==> config.mk <==
export PLATFORM = sky130hd
export DESIGN_NAME = tap_ctrl_flat
export DESIGN_NICKNAME = d
export VERILOG_FILES = /design/src/rtl/tap_pkg.sv /design/src/rtl/tap_ctrl_if.sv /design/src/rtl/tap_fsm.sv /design/src/rtl/tap_ctrl.sv /design/src/flat_wrapper.sv
export SDC_FILE = /design/constraint.sdc
export NUM_CORES = 1
export LEC_CHECK = 0
export CORE_MARGIN = 5
export CORE_UTILIZATION = 38
export DETAILED_ROUTE_END_ITERATION = 10
export PLACE_DENSITY = 0.81
export SYNTH_ARGS = -nofsm -noshare
export SYNTH_HDL_FRONTEND = slang
export SYNTH_HIERARCHICAL = 1
export SYNTH_SLANG_ARGS = --single-unit
==> constraint.sdc <==
create_clock -name TCLK -period 3.85 [get_ports TCLK]
set_input_delay 1.155 -clock TCLK [delete_from_list [all_inputs] [get_ports TCLK]]
set_output_delay 1.155 -clock TCLK [all_outputs]
set_load 0.01 [all_outputs]
==> src/rtl/tap_pkg.sv <==
// tap_pkg: shared types and constants for the TAP controller.
// Holds the 16-state TAP enum, using the standard 1149.1 state codes so
// that TapState matches what debug tooling expects, plus the opcodes the
// controller decodes from the instruction register.
package tap_pkg;

  localparam int INSTR_W = 8;

  typedef enum logic [3:0] {
    TLR    = 4'hF,
    RTI    = 4'hC,
    SEL_DR = 4'h7,
    CAP_DR = 4'h6,
    SH_DR  = 4'h2,
    EX1_DR = 4'h1,
    PAU_DR = 4'h3,
    EX2_DR = 4'h0,
    UPD_DR = 4'h5,
    SEL_IR = 4'h4,
    CAP_IR = 4'hE,
    SH_IR  = 4'hA,
    EX1_IR = 4'h9,
    PAU_IR = 4'hB,
    EX2_IR = 4'h8,
    UPD_IR = 4'hD
  } tap_state_e;

  localparam logic [INSTR_W-1:0] OP_IDCODE      = 8'h01;
  localparam logic [INSTR_W-1:0] OP_BIST_RUN    = 8'h02;
  localparam logic [INSTR_W-1:0] OP_BIST_STATUS = 8'h03;

endpackage

==> src/rtl/tap_ctrl_if.sv <==
// tap_ctrl_if: signal bundle between the TAP controller and the test-access
// path (serial pins, IR and DR interfaces, strobes, selects, debug state).
// Modports:
//   slave  - the controller: takes TMS/TDI and register serial/parallel
//            outputs, drives TDO, strobes, selects, BistStart, TapState.
//   master - the surrounding test logic: the mirror image of slave.
interface tap_ctrl_if #(parameter int INSTR_W = 8);
  logic               TMS;
  logic               TDI;
  logic [INSTR_W-1:0] IR_PO;
  logic               IR_SO;
  logic               IDCODE_SO;
  logic               BIST_SO;
  logic               TDO;
  logic               TDO_EN;
  logic               CaptureIR;
  logic               ShiftIR;
  logic               UpdateIR;
  logic               CaptureDR;
  logic               ShiftDR;
  logic               UpdateDR;
  logic               TapReset;
  logic               SelIdcode;
  logic               SelBistStatus;
  logic               SelBypass;
  logic               BistStart;
  logic [3:0]         TapState;

  modport slave (
    input  TMS, TDI, IR_PO, IR_SO, IDCODE_SO, BIST_SO,
    output TDO, TDO_EN, CaptureIR, ShiftIR, UpdateIR,
           CaptureDR, ShiftDR, UpdateDR, TapReset,
           SelIdcode, SelBistStatus, SelBypass, BistStart, TapState
  );

  modport master (
    output TMS, TDI, IR_PO, IR_SO, IDCODE_SO, BIST_SO,
    input  TDO, TDO_EN, CaptureIR, ShiftIR, UpdateIR,
           CaptureDR, ShiftDR, UpdateDR, TapReset,
           SelIdcode, SelBistStatus, SelBypass, BistStart, TapState
  );
endinterface

==> src/rtl/tap_fsm.sv <==
// tap_fsm: the 16-state TAP state machine (state register + next state).
// Ports:
//   clk   - test clock, rising edge
//   rst   - synchronous active-high reset to TLR
//   tms   - test mode select
//   state - current TAP state
module tap_fsm
  import tap_pkg::*;
(
  input  logic       clk,
  input  logic       rst,
  input  logic       tms,
  output tap_state_e state
);

  tap_state_e state_next;

  always_ff @(posedge clk) begin
    if (rst) state <= TLR;
    else     state <= state_next;
  end

  always_comb begin
    state_next = state;
    case (state)
      TLR:    state_next = tms ? TLR    : RTI;
      RTI:    state_next = tms ? SEL_DR : RTI;
      SEL_DR: state_next = tms ? SEL_IR : CAP_DR;
      CAP_DR: state_next = tms ? EX1_DR : SH_DR;
      SH_DR:  state_next = tms ? EX1_DR : SH_DR;
      EX1_DR: state_next = tms ? UPD_DR : PAU_DR;
      PAU_DR: state_next = tms ? EX2_DR : PAU_DR;
      EX2_DR: state_next = tms ? UPD_DR : SH_DR;
      UPD_DR: state_next = tms ? SEL_DR : RTI;
      SEL_IR: state_next = tms ? TLR    : CAP_IR;
      CAP_IR: state_next = tms ? EX1_IR : SH_IR;
      SH_IR:  state_next = tms ? EX1_IR : SH_IR;
      EX1_IR: state_next = tms ? UPD_IR : PAU_IR;
      PAU_IR: state_next = tms ? EX2_IR : PAU_IR;
      EX2_IR: state_next = tms ? UPD_IR : SH_IR;
      UPD_IR: state_next = tms ? SEL_DR : RTI;
      default: state_next = TLR;
    endcase
  end

endmodule

==> src/rtl/tap_ctrl.sv <==
// tap_ctrl: TAP controller for the BIST test-access path.
// Runs the TAP FSM, produces Moore Capture/Shift/Update strobes for IR and
// DRs, decodes the IR into one-hot DR selects, owns the BYPASS bit and the
// TDO mux, and pulses BistStart once when a BIST_RUN instruction or DR
// update completes into Run-Test/Idle.
// Ports:
//   TCLK   - test clock, all state changes on the rising edge
//   TRESET - synchronous active-high reset
//   bus    - tap_ctrl_if.slave bundle (pins, IR/DR links, strobes, selects)
module tap_ctrl
  import tap_pkg::*;
#(
  parameter int                 INSTR_W        = tap_pkg::INSTR_W,
  parameter logic [INSTR_W-1:0] OP_IDCODE      = tap_pkg::OP_IDCODE,
  parameter logic [INSTR_W-1:0] OP_BIST_RUN    = tap_pkg::OP_BIST_RUN,
  parameter logic [INSTR_W-1:0] OP_BIST_STATUS = tap_pkg::OP_BIST_STATUS
) (
  input logic       TCLK,
  input logic       TRESET,
  tap_ctrl_if.slave bus
);

  tap_state_e state;
  tap_state_e prev_state;
  logic       bypass_q;
  logic       tap_reset;
  logic       sel_idcode;
  logic       sel_bist;
  logic       sel_bypass;
  logic       tdo;

  tap_fsm u_fsm (
    .clk   (TCLK),
    .rst   (TRESET),
    .tms   (bus.TMS),
    .state (state)
  );

  // Previous state lets BistStart be a function of the arc into RTI,
  // so idling in RTI or arriving from TLR never pulses.
  always_ff @(posedge TCLK) begin
    if (TRESET) prev_state <= TLR;
    else        prev_state <= state;
  end

  assign tap_reset = (state == TLR);

  // TLR overrides the decode so the path is always BYPASS while in reset.
  assign sel_idcode = !tap_reset && (bus.IR_PO == OP_IDCODE);
  assign sel_bist   = !tap_reset && (bus.IR_PO == OP_BIST_STATUS);
  assign sel_bypass = !sel_idcode && !sel_bist;

  always_ff @(posedge TCLK) begin
    if (TRESET) begin
      bypass_q <= 1'b0;
    end else if (sel_bypass) begin
      if (state == CAP_DR)     bypass_q <= 1'b0;
      else if (state == SH_DR) bypass_q <= bus.TDI;
    end
  end

  always_comb begin
    tdo = 1'b0;
    if (state == SH_IR) begin
      tdo = bus.IR_SO;
    end else if (state == SH_DR) begin
      if (sel_idcode)    tdo = bus.IDCODE_SO;
      else if (sel_bist) tdo = bus.BIST_SO;
      else               tdo = bypass_q;
    end
  end

  assign bus.TDO           = tdo;
  assign bus.TDO_EN        = (state == SH_IR) || (state == SH_DR);
  assign bus.CaptureIR     = (state == CAP_IR);
  assign bus.ShiftIR       = (state == SH_IR);
  assign bus.UpdateIR      = (state == UPD_IR);
  assign bus.CaptureDR     = (state == CAP_DR);
  assign bus.ShiftDR       = (state == SH_DR);
  assign bus.UpdateDR      = (state == UPD_DR);
  assign bus.TapReset      = tap_reset;
  assign bus.SelIdcode     = sel_idcode;
  assign bus.SelBistStatus = sel_bist;
  assign bus.SelBypass     = sel_bypass;
  assign bus.BistStart     = (state == RTI)
                           && ((prev_state == UPD_IR) || (prev_state == UPD_DR))
                           && (bus.IR_PO == OP_BIST_RUN);
  assign bus.TapState      = state;

endmodule

==> src/flat_wrapper.sv <==
// flat-port wrapper written by rule: the top's interface ports become plain ports
module tap_ctrl_flat import tap_pkg::*;
#(
  parameter int                 INSTR_W        = tap_pkg::INSTR_W,
  parameter logic [INSTR_W-1:0] OP_IDCODE      = tap_pkg::OP_IDCODE,
  parameter logic [INSTR_W-1:0] OP_BIST_RUN    = tap_pkg::OP_BIST_RUN,
  parameter logic [INSTR_W-1:0] OP_BIST_STATUS = tap_pkg::OP_BIST_STATUS
)
  (TCLK, TRESET, bus_TMS, bus_TDI, bus_IR_PO, bus_IR_SO, bus_IDCODE_SO, bus_BIST_SO, bus_TDO, bus_TDO_EN, bus_CaptureIR, bus_ShiftIR, bus_UpdateIR, bus_CaptureDR, bus_ShiftDR, bus_UpdateDR, bus_TapReset, bus_SelIdcode, bus_SelBistStatus, bus_SelBypass, bus_BistStart, bus_TapState);
  tap_ctrl_if #(.INSTR_W(INSTR_W)) bus_i ();
  input logic TCLK;
  input logic TRESET;
  input wire logic [$bits(bus_i.TMS)-1:0] bus_TMS;
  input wire logic [$bits(bus_i.TDI)-1:0] bus_TDI;
  input wire logic [$bits(bus_i.IR_PO)-1:0] bus_IR_PO;
  input wire logic [$bits(bus_i.IR_SO)-1:0] bus_IR_SO;
  input wire logic [$bits(bus_i.IDCODE_SO)-1:0] bus_IDCODE_SO;
  input wire logic [$bits(bus_i.BIST_SO)-1:0] bus_BIST_SO;
  output wire logic [$bits(bus_i.TDO)-1:0] bus_TDO;
  output wire logic [$bits(bus_i.TDO_EN)-1:0] bus_TDO_EN;
  output wire logic [$bits(bus_i.CaptureIR)-1:0] bus_CaptureIR;
  output wire logic [$bits(bus_i.ShiftIR)-1:0] bus_ShiftIR;
  output wire logic [$bits(bus_i.UpdateIR)-1:0] bus_UpdateIR;
  output wire logic [$bits(bus_i.CaptureDR)-1:0] bus_CaptureDR;
  output wire logic [$bits(bus_i.ShiftDR)-1:0] bus_ShiftDR;
  output wire logic [$bits(bus_i.UpdateDR)-1:0] bus_UpdateDR;
  output wire logic [$bits(bus_i.TapReset)-1:0] bus_TapReset;
  output wire logic [$bits(bus_i.SelIdcode)-1:0] bus_SelIdcode;
  output wire logic [$bits(bus_i.SelBistStatus)-1:0] bus_SelBistStatus;
  output wire logic [$bits(bus_i.SelBypass)-1:0] bus_SelBypass;
  output wire logic [$bits(bus_i.BistStart)-1:0] bus_BistStart;
  output wire logic [$bits(bus_i.TapState)-1:0] bus_TapState;
  assign bus_i.TMS = bus_TMS;
  assign bus_i.TDI = bus_TDI;
  assign bus_i.IR_PO = bus_IR_PO;
  assign bus_i.IR_SO = bus_IR_SO;
  assign bus_i.IDCODE_SO = bus_IDCODE_SO;
  assign bus_i.BIST_SO = bus_BIST_SO;
  assign bus_TDO = bus_i.TDO;
  assign bus_TDO_EN = bus_i.TDO_EN;
  assign bus_CaptureIR = bus_i.CaptureIR;
  assign bus_ShiftIR = bus_i.ShiftIR;
  assign bus_UpdateIR = bus_i.UpdateIR;
  assign bus_CaptureDR = bus_i.CaptureDR;
  assign bus_ShiftDR = bus_i.ShiftDR;
  assign bus_UpdateDR = bus_i.UpdateDR;
  assign bus_TapReset = bus_i.TapReset;
  assign bus_SelIdcode = bus_i.SelIdcode;
  assign bus_SelBistStatus = bus_i.SelBistStatus;
  assign bus_SelBypass = bus_i.SelBypass;
  assign bus_BistStart = bus_i.BistStart;
  assign bus_TapState = bus_i.TapState;
  tap_ctrl #(.INSTR_W(INSTR_W), .OP_IDCODE(OP_IDCODE), .OP_BIST_RUN(OP_BIST_RUN), .OP_BIST_STATUS(OP_BIST_STATUS)) u_core (.TCLK(TCLK), .TRESET(TRESET), .bus(bus_i));
endmodule
==> flow_summary.json <==
{
  "critPathLaunch": "bus_IR_PO[4]",
  "cts_root_buffer": "clkbuf_4",
  "ys.flop_type": "dfxtp_1",
  "yosys-top-cells-count": "12 x nor2_1, 8 x dfxtp_1, 5 x inv_1, 5 x nand2_1, 5 x nand2b_1",
  "max_freq_mhz": 267,
  "yosys_warnings": 6,
  "dr.pass1.iters": 4,
  "die_y_um": 47.6,
  "period_share_pct": 97.4,
  "period_minus_slack_ns": 3.75,
  "whs_path_depth": 2,
  "clk_pin_slew_ns": 0.05,
  "power_frac_comb_pct": 34.9,
  "io_buffer_count": 31,
  "nets": 124,
  "io-pin-count": 32,
  "synth_top_area_share_pct": 29.8,
  "worstSetupStartpointType": "input port",
  "synth-seq-cells": 8,
  "crit_fanout": 2,
  "grt_max_degree": 16,
  "placement_rows": 13,
  "gr-total-overflow": 0,
  "worst_slew_pin_slew_ns": 0.450,
  "yosysMostFrequentCell": "nor2_1",
  "drv_slew": 0,
  "peakVddDrop_uv": 194,
  "switching_share_pct": 29.5,
  "relSlewSlack_pct": 69.9,
  "cts_tree": "built",
  "end_kind": "output pin",
  "via_per_inst": 5.04,
  "grt_pass1_wl_um": 2190,
  "die-area_um2": 2270,
  "rr_endpoint": "u_core/bypass_q$_SDFFE_PP0P_",
  "synth_top_cell_by_area": "dfxtp_1",
  "dp_hpwl_um": 1100,
  "holdCritPathClass": "flop to flop",
  "synth_cell_types": 25,
  "grt_usage_pct": 13.2,
  "crit_type": "input port to output pin",
  "hold_violations": 0,
  "drt-total-wl_um": 1490,
  "placed_area_um2": 890,
  "htreeDepth": 1,
  "cp.arrival_ns": 2.59,
  "wire_per_inst_um": 12.2,
  "power_density_nw_per_um2": 272,
  "postLayoutCellArea_um2": 941,
  "syn-cell-area_um2": 538,
  "status": "finished, final reports clean",
  "worstSetupEndpoint": "bus_BistStart",
  "p_clk_share_pct": 22.9,
  "num_vias": 615,
  "gp_congestion": 0.799,
  "power_switching_w": 0.0000753,
  "r2r_cells": 3,
  "synthTopCellsByArea": "dfxtp_1 30%, nor2_1 8.4%, nand2b_1 5.8%",
  "drc": 0,
  "final_layout_size_suffix_gt1_share_pct": 16.8,
  "cts_buffer_depth": 2,
  "syn_area_per_cell_um2": 8.03,
  "fin_setup_tns_ns": 0,
  "grt_pass1_vias": 538,
  "fin_worst_skew_ns": 0.00303,
  "leakagePower_nw": 0.425,
  "drt_iter0_markers": 14,
  "area_growth_pct": 74.9,
  "cap_violations": 0,
  "hold_buffers": 0,
  "ant_nets": 0,
  "netlist_instances": 67,
  "antenna_found_initial": 0,
  "syn-num-nets": 82,
  "rr_startpoint": "u_core/u_fsm/state[0]$_SDFF_PP1_",
  "num-fill-cells": 110,
  "cts_sinks": 8,
  "ys_seq_area_share_pct": 29.8,
  "start_util_pct": 40.8,
  "internal_power_w": 0.000180,
  "rrSetupSlack_ns": 2.38,
  "core_um2": 1320,
  "cts_buffers": 3,
  "fp.dieW_um": 47.6,
  "async_flop_share_pct": 0,
  "synth_edf_count": 0,
  "clk_latency_ns": 0.24,
  "n_antenna_cell": 0,
  "p_seq_share_pct": 42.2,
  "worstPathRequired_ns": 2.69,
  "setup_viol": 0
}
[power groups by stage]
stage,clock (W),combinational [W],sequential [W]
6_report,0.0000585,0.0000892,0.000108
2_1_floorplan,0,0.0000386,0.000107
3_3_place_gp,0,0.0000874,0.000110
5_1_grt,0.0000670,0.0000965,0.000110
3_5_place_dp,0,0.0000889,0.000110
4_1_cts,0.0000618,0.0000898,0.000108
[worst max-delay path, stage by stage]
cell             delay [ns]
clkdlybuf4s50_1        0.44
nor4_4                 0.18
buf_4                  0.16
nand4_1                0.09
nor4b_2                0.29
clkdlybuf4s15_1        0.28
[flip-flops by register name, indices dropped and copies added, names as in the netlist]
signal / flops
u_core/bypass_q: 1
u_core/u_fsm/state: 4
u_core/prev_state: 3
[through the flow]
stage	utilization, %	cells	total power [W]	setup slack (ns)	hold WS, ns
2_1_floorplan	-	67	0.000146	0.723	0.448
3_3_place_gp	67.5	116	0.000197	-0.238	0.465
3_5_place_dp	67.5	116	0.000198	-0.291	0.479
4_1_cts	69.7	121	0.000260	0.00311	0.486
5_1_grt	71.4	122	0.000274	-0.00933	0.560
6_report	71.4	122	0.000256	0.102	0.496
[worst min-delay path by stage]
stage,from,endpoint,slack [ns]
final,u_core/bypass_q$_SDFFE_PP0P_,u_core/bypass_q$_SDFFE_PP0P_,0.50
after floorplan,u_core/bypass_q$_SDFFE_PP0P_,u_core/bypass_q$_SDFFE_PP0P_,0.45
after CTS,u_core/bypass_q$_SDFFE_PP0P_,u_core/bypass_q$_SDFFE_PP0P_,0.49
after global placement,u_core/bypass_q$_SDFFE_PP0P_,u_core/bypass_q$_SDFFE_PP0P_,0.47
after global routing,u_core/bypass_q$_SDFFE_PP0P_,u_core/bypass_q$_SDFFE_PP0P_,0.56
after detailed placement,u_core/bypass_q$_SDFFE_PP0P_,u_core/bypass_q$_SDFFE_PP0P_,0.48
[metal layers]
metal / share of wire [%] / GRT usage [%]
met1: 41 / 16.3
met2: 49 / 23.8
met3: 9.8 / 2.26
met4: 0 / 3.23
met5: 0 / 0
[cells by family after synthesis]
kind of cell | Yosys count | share of synthesized area, %
and+or+nand+nor | 41 | 48.8
AOI/OAI and AO/OA | 10 | 12.3
DFF | 8 | 29.8
buffers and inverters | 5 | 3.49
muxes | 3 | 5.58
[layout by cell type (no fill, tap or decap), types with 5 or more instances in the layout]
cell type / n
nand2_1: 5
dfxtp_1: 8
inv_1: 5
nor2_1: 12
clkdlybuf4s50_1: 23
buf_4: 6
nand2b_1: 5
[timing repair]
item / in CTS / in global routing
buffers inserted: 2 / 1
setup endpoints to repair: 5 / 2
gates resized for setup: 9 / 4
pin swaps: 2 / 2
[cell type report]
| type | count | area [um^2] | area share, % |
|---|---|---|---|
| inverter | 5 | 18.8 | 1.99 |
| clock buffer | 3 | 22.5 | 2.39 |
| tap | 15 | 18.8 | 1.99 |
| multi-input combinational | 54 | 367 | 39.0 |
| timing repair buffer | 37 | 354 | 37.6 |
| sequential | 8 | 160 | 17.0 |
No activity file was read; power rests on OpenSTA's default activity.
